[config.mk]
export PLATFORM = sky130hd
export DESIGN_NAME = wire_edge_counter
export DESIGN_NICKNAME = d
export VERILOG_FILES = /design/src/rtl/wire_edge_counter.sv
export SDC_FILE = /design/constraint.sdc
export NUM_CORES = 1
export LEC_CHECK = 0
export ABC_AREA = 0
export ABC_CLOCK_PERIOD_IN_PS = 3400
export CAP_MARGIN = 15
export CORE_MARGIN = 4
export CORE_UTILIZATION = 54
export CTS_BUF_LIST = sky130_fd_sc_hd__clkbuf_8
export DETAILED_ROUTE_END_ITERATION = 6
export PLACE_DENSITY = 0.91
export SLEW_MARGIN = 20
export SYNTH_ARGS = -nofsm -noshare
export SYNTH_HDL_FRONTEND = slang
export SYNTH_SLANG_ARGS = --single-unit
[constraint.sdc]
create_clock -name clk -period 3.4 [get_ports clk]
set_clock_uncertainty 0.05 [all_clocks]
set_input_delay 0.85 -clock clk [delete_from_list [all_inputs] [get_ports clk]]
set_output_delay 0.85 -clock clk [all_outputs]
set_load 0.005 [all_outputs]
[src/rtl/wire_edge_counter.sv]
`timescale 1ns / 1ps
`default_nettype none
// ============================================================================
// Module   : wire_edge_counter
// Purpose  : Synchronizes an asynchronous wire level and debounces it with a
//            four-state filter. Emits rise/fall pulses on accepted edges and
//            counts accepted rises, accepted falls and aborted transitions.
//            Build macro WIRE_EDGE_SAT_EN: when defined, the counters saturate
//            at all-ones. When undefined, they wrap to zero.
// Revision : 1.0 - initial release
// ============================================================================
module wire_edge_counter #(
    parameter int STABLE_CYC = 4,
    parameter int CNT_W      = 8
) (
    input  logic             clk,
    input  logic             rst,
    input  logic             din,
    input  logic             en,
    input  logic             clr,
    output logic             level,
    output logic             rise,
    output logic             fall,
    output logic [CNT_W-1:0] rise_cnt,
    output logic [CNT_W-1:0] fall_cnt,
    output logic [CNT_W-1:0] glitch_cnt
);

    typedef enum logic [1:0] {
        ST_LOW       = 2'd0,
        ST_RISE_PEND = 2'd1,
        ST_HIGH      = 2'd2,
        ST_FALL_PEND = 2'd3
    } state_t;

    // Value of the stability counter on the cycle that accepts a new level.
    localparam logic [7:0] c_STAB_LAST = 8'(STABLE_CYC - 1);

    logic             r_s1;
    logic             r_s2;
    state_t           r_state;
    state_t           w_state_nxt;
    logic [7:0]       r_stab;
    logic [7:0]       w_stab_nxt;
    logic             w_rise;
    logic             w_fall;
    logic             w_glitch;
    logic [CNT_W-1:0] r_rise_cnt;
    logic [CNT_W-1:0] r_fall_cnt;
    logic [CNT_W-1:0] r_glitch_cnt;

    // Counter increment: saturating or wrapping depending on the build.
    function automatic logic [CNT_W-1:0] f_bump(input logic [CNT_W-1:0] v);
`ifdef WIRE_EDGE_SAT_EN
        f_bump = (v == {CNT_W{1'b1}}) ? v : v + CNT_W'(1);
`else
        f_bump = v + CNT_W'(1);
`endif
    endfunction

    // Two-flop synchronizer; keeps running regardless of en.
    always_ff @(posedge clk or posedge rst) begin
        if (rst) begin
            r_s1 <= 1'b0;
            r_s2 <= 1'b0;
        end else begin
            r_s1 <= din;
            r_s2 <= r_s1;
        end
    end

    // State and stability-counter registers.
    always_ff @(posedge clk or posedge rst) begin
        if (rst) begin
            r_state <= ST_LOW;
            r_stab  <= 8'd0;
        end else begin
            r_state <= w_state_nxt;
            r_stab  <= w_stab_nxt;
        end
    end

    // Next-state logic. The accepting cycle is decoded combinationally so
    // that level and the edge pulse appear right after the edge on which the
    // last required stable sample is seen. en low holds everything.
    always_comb begin
        w_state_nxt = r_state;
        w_stab_nxt  = r_stab;
        w_rise      = 1'b0;
        w_fall      = 1'b0;
        w_glitch    = 1'b0;
        if (en) begin
            case (r_state)
                ST_LOW: begin
                    if (r_s2) begin
                        w_state_nxt = ST_RISE_PEND;
                        w_stab_nxt  = 8'd0;
                    end
                end
                ST_RISE_PEND: begin
                    if (!r_s2) begin
                        w_state_nxt = ST_LOW;
                        w_glitch    = 1'b1;
                    end else if (r_stab == c_STAB_LAST) begin
                        w_state_nxt = ST_HIGH;
                        w_rise      = 1'b1;
                    end else begin
                        w_stab_nxt  = r_stab + 8'd1;
                    end
                end
                ST_HIGH: begin
                    if (!r_s2) begin
                        w_state_nxt = ST_FALL_PEND;
                        w_stab_nxt  = 8'd0;
                    end
                end
                ST_FALL_PEND: begin
                    if (r_s2) begin
                        w_state_nxt = ST_HIGH;
                        w_glitch    = 1'b1;
                    end else if (r_stab == c_STAB_LAST) begin
                        w_state_nxt = ST_LOW;
                        w_fall      = 1'b1;
                    end else begin
                        w_stab_nxt  = r_stab + 8'd1;
                    end
                end
                default: begin
                    w_state_nxt = ST_LOW;
                    w_stab_nxt  = 8'd0;
                end
            endcase
        end
    end

    // Event counters; clr wins over any increment, even with en low.
    always_ff @(posedge clk or posedge rst) begin
        if (rst) begin
            r_rise_cnt   <= '0;
            r_fall_cnt   <= '0;
            r_glitch_cnt <= '0;
        end else if (clr) begin
            r_rise_cnt   <= '0;
            r_fall_cnt   <= '0;
            r_glitch_cnt <= '0;
        end else begin
            if (w_rise)   r_rise_cnt   <= f_bump(r_rise_cnt);
            if (w_fall)   r_fall_cnt   <= f_bump(r_fall_cnt);
            if (w_glitch) r_glitch_cnt <= f_bump(r_glitch_cnt);
        end
    end

    // Filtered level: the held level, flipped during the accepting cycle.
    assign level      = ((r_state == ST_HIGH) || (r_state == ST_FALL_PEND)) ^ (w_rise | w_fall);
    assign rise       = w_rise;
    assign fall       = w_fall;
    assign rise_cnt   = r_rise_cnt;
    assign fall_cnt   = r_fall_cnt;
    assign glitch_cnt = r_glitch_cnt;

endmodule
`default_nettype wire

==> results.yml, run 1 <==
global_routing:
  grt_max_degree: 37
  grt_first_pass_wirelength_um: 6910
  grt_pass1_vias: 1585
  globalRouteOverflowTotal: 0
  grt_usage_pct: 20.5
  antenna_found_initial: 0
worst_setup_path:
  cp_slowest_cell: "clkdlybuf4s50_1"
  critPathMaxStageDelay_ns: 0.51
  critPathBufInv: 3
  rr_startpoint: "r_stab[0]"
  reg2reg_slack_ns: 0.80
  cpMostUsedCell: "clkdlybuf4s50_1"
  cp_cell_sequence: "clkdlybuf4s50_1 -> buf_4 -> nand4b_1 -> nor2_1 -> clkdlybuf4s50_1"
  critPathKind: "input port to output port"
  cpLargestDelayFamily: "buffers and inverters"
  setup.worst_path.start: "en"
  worst_setup_path_end_kind: "output port"
  timing.rr.end: "fall_cnt[7]"
  critPathCapture: "rise"
  crit_arrival_ns: 2.28
  crit_cells: 5
  crit_fanout: 5
  critical_path_required_ns: 2.50
  cp-start-kind: "input port"
  r2r_cells: 6
synth:
  synth-seq-cells: 36
  synth_top_cell_by_area: "dfrtp_1"
  yosysWarnings: 0
  synthAdderAreaFrac_pct: 2.69
  synth_common_cells: "dfrtp_1, nor2_1, nand2_1"
  syn_nets: 202
  synth_flop_cell: "dfrtp_1"
  synth_edf_count: 0
  synth_top_family_by_area: "simple AND/OR/NAND/NOR gates"
  syn_area_um2: 1860
  yosys.area_share.simple_pct: 24.0
  async_reset_ff_share_pct: 100
  synth_mux_area_share_pct: 3.43
  yosys.cell_count.top_type: "dfrtp_1"
  avgSynthCellArea_um2: 9.63
  synthCells: 193
  yosysSeqAreaShare_pct: 48.5
  yosysTopAreaCellShare_pct: 48.5
  synth_compound_gate_area_share_pct: 10.6
  synth_xor_area_share_pct: 6.60
  synthTopCellsByArea: "dfrtp_1, xnor2_1, nor2_1"
  synth.distinct_cells: 35
pwr:
  power_frac_seq_pct: 47.1
  p_comb_share_pct: 24.3
  pwr-share-clk_pct: 28.5
  p_switching_uw: 329
  p_int_uw: 745
  swShare_pct: 30.6
  leakagePower_uw: 0.000961
  vdd_ir_drop_max_mv: 0.345
  powerDensity_nw_per_um2: 455
sta:
  worst_slack_ns: 0.218
  fmax_ghz: 0.314
  final_max_slew_viol_count: 0
  tightestPinTransition_ns: 0.672
  rsz0062_at_grt: "false"
  timing_hold_violations_final: 0
  fin_crit_ns: 3.18
  finalSetupViolations: 0
  finalCritPeriodShare_pct: 93.6
  holdWs_ns: 0.333
  tns_ns: 0
  slew_headroom_pct: 55.1
routing:
  dr.pass1.iters: 4
  drt-initial-drc-count: 80
  vias: 1597
  wire_per_inst_um: 14.3
  ant_nets: 0
  viasPerCell: 5.72
  drc_errors: 0
  drt-total-wl_um: 3980
final_layout:
  nets: 241
  area_growth_pct: 27.0
  antenna_cells: 0
  drive_gt1_share_pct: 10.7
  fillCellCount: 268
floorplan:
  core_um2: 3340
  start_util_pct: 55.7
  die_area_um2: 4440
  die-height_um: 66.7
  die_w_um: 66.7
  io_pins: 32
  row_count: 21
clock_tree:
  cts-buffers-inserted: 5
  root_buffer: "clkbuf_8"
  cts.clk_slew.worst_paths_ns: 0.06
  clk_latency_ns: 0.29
  cts_htree_levels: 2
  clockBufferDepth: 2
  cts_tree: "built"
  clock-sinks: 36
place:
  dp_slack_ns: 0.110
  gp_congestion: 0.813
  place_hpwl_um: 2730
  portBuffers: 31
run:
  drv_cap: 0
outcome:
  outcome: "finished clean"
min_path:
  hold_class: "register to register"
  hold_depth: 0
-- metrics by stage --
step / total power, µW / utilization (%) / area [µm²] / std cells
finish: 1070 / 70.7 / 2360 / 279
global route: 1140 / 70.7 / 2360 / 279
CTS: 1070 / 70.3 / 2350 / 278
detailed placement: 740 / 66.6 / 2220 / 267
global placement: 730 / 66.6 / 2220 / 267
floorplan: 660 / - / 1860 / 193
-- area by class of cell --
cell class	instances	area (µm²)	share of cell area, %
repair buffers	41	388	16.4
clock inverters	2	7.51	0.318
well taps	46	57.6	2.44
inverters	7	26.3	1.11
clock buffers	6	82.6	3.50
flip-flops and latches	36	901	38.2
multi-input cells	141	897	38.0
-- layer usage --
| layer | track usage, % | wire length, µm |
|---|---|---|
| met5 | 0 | 0 |
| met4 | 9.14 | 102 |
| met3 | 5.73 | 206 |
| met2 | 34.4 | 1910 |
| met1 | 24.3 | 1770 |
-- placed cells by master, fill, tap and decap left out, types with 2 or more instances in the layout --
| cell type | netlist | layout |
|---|---|---|
| xor2_1 | 3 | 3 |
| mux2i_1 | 3 | 3 |
| ha_1 | 4 | 3 |
| mux2_2 | 3 | 3 |
| nand4_1 | 4 | 4 |
| clkbuf_8 | 0 | 6 |
| nand4b_1 | 2 | 2 |
| nand3_1 | 12 | 12 |
| nand2_1 | 15 | 15 |
| or4_1 | 7 | 7 |
| or3_1 | 2 | 2 |
| dfrtp_1 | 36 | 36 |
| or4_4 | 2 | 2 |
| buf_4 | 0 | 10 |
| o21ai_0 | 8 | 8 |
| nor2_1 | 23 | 22 |
| clkdlybuf4s50_1 | 0 | 30 |
| nand2b_1 | 3 | 3 |
| o31ai_1 | 9 | 9 |
| xnor2_1 | 11 | 11 |
| nor4_1 | 9 | 9 |
| inv_1 | 7 | 9 |
| nor3_1 | 2 | 2 |
| a21oi_1 | 9 | 9 |
-- flip-flops by register name, indices dropped and copies added (netlist names), named ones only --
| name | flops |
|---|---|
| fall_cnt | 8 |
| glitch_cnt | 8 |
| r_s1 | 1 |
| r_s2 | 1 |
| r_stab | 8 |
| r_state | 1 |
| rise_cnt | 8 |
-- power groups by stage --
stage | Combinational (µW) | Clock [µW] | Sequential (µW)
6_report | 261 | 306 | 506
5_1_grt | 296 | 331 | 510
4_1_cts | 256 | 313 | 503
3_5_place_dp | 226 | 0 | 515
3_3_place_gp | 217 | 0 | 513
2_1_floorplan | 165 | 0 | 495
-- worst min-delay path by stage --
stage / from / end / slack, ns
6_report: r_s1 / r_s2 / 0.33
3_5_place_dp: r_s1 / r_s2 / 0.30
3_3_place_gp: r_s1 / r_s2 / 0.28
2_1_floorplan: r_s1 / r_s2 / 0.28
4_1_cts: r_s1 / r_s2 / 0.32
5_1_grt: r_s1 / r_s2 / 0.32
-- kinds of logic after synthesis --
| kind of cell | count (synthesis) |
|---|---|
| muxes | 6 |
| buffers and inverters | 16 |
| xor gates and xnor gates | 14 |
| and+or+nand+nor | 85 |
| DFF | 36 |
| adders and majority gates | 4 |
| AOI/OAI and AO/OA | 32 |
-- timing repair --
action	4_1_cts	5_1_grt
resized for setup	4	2
buffers inserted	3	1
pin swaps	0	1
hold buffers	0	0
endpoints found under the setup margin	1	1
Power figures use the tool's default switching activity.
==> run 2, diff against run 1 <==
- SLEW_MARGIN: 20 -> 25
==> results of run 2 <==
Same layout as run 1: the final DEF is identical, and so are final timing and power.
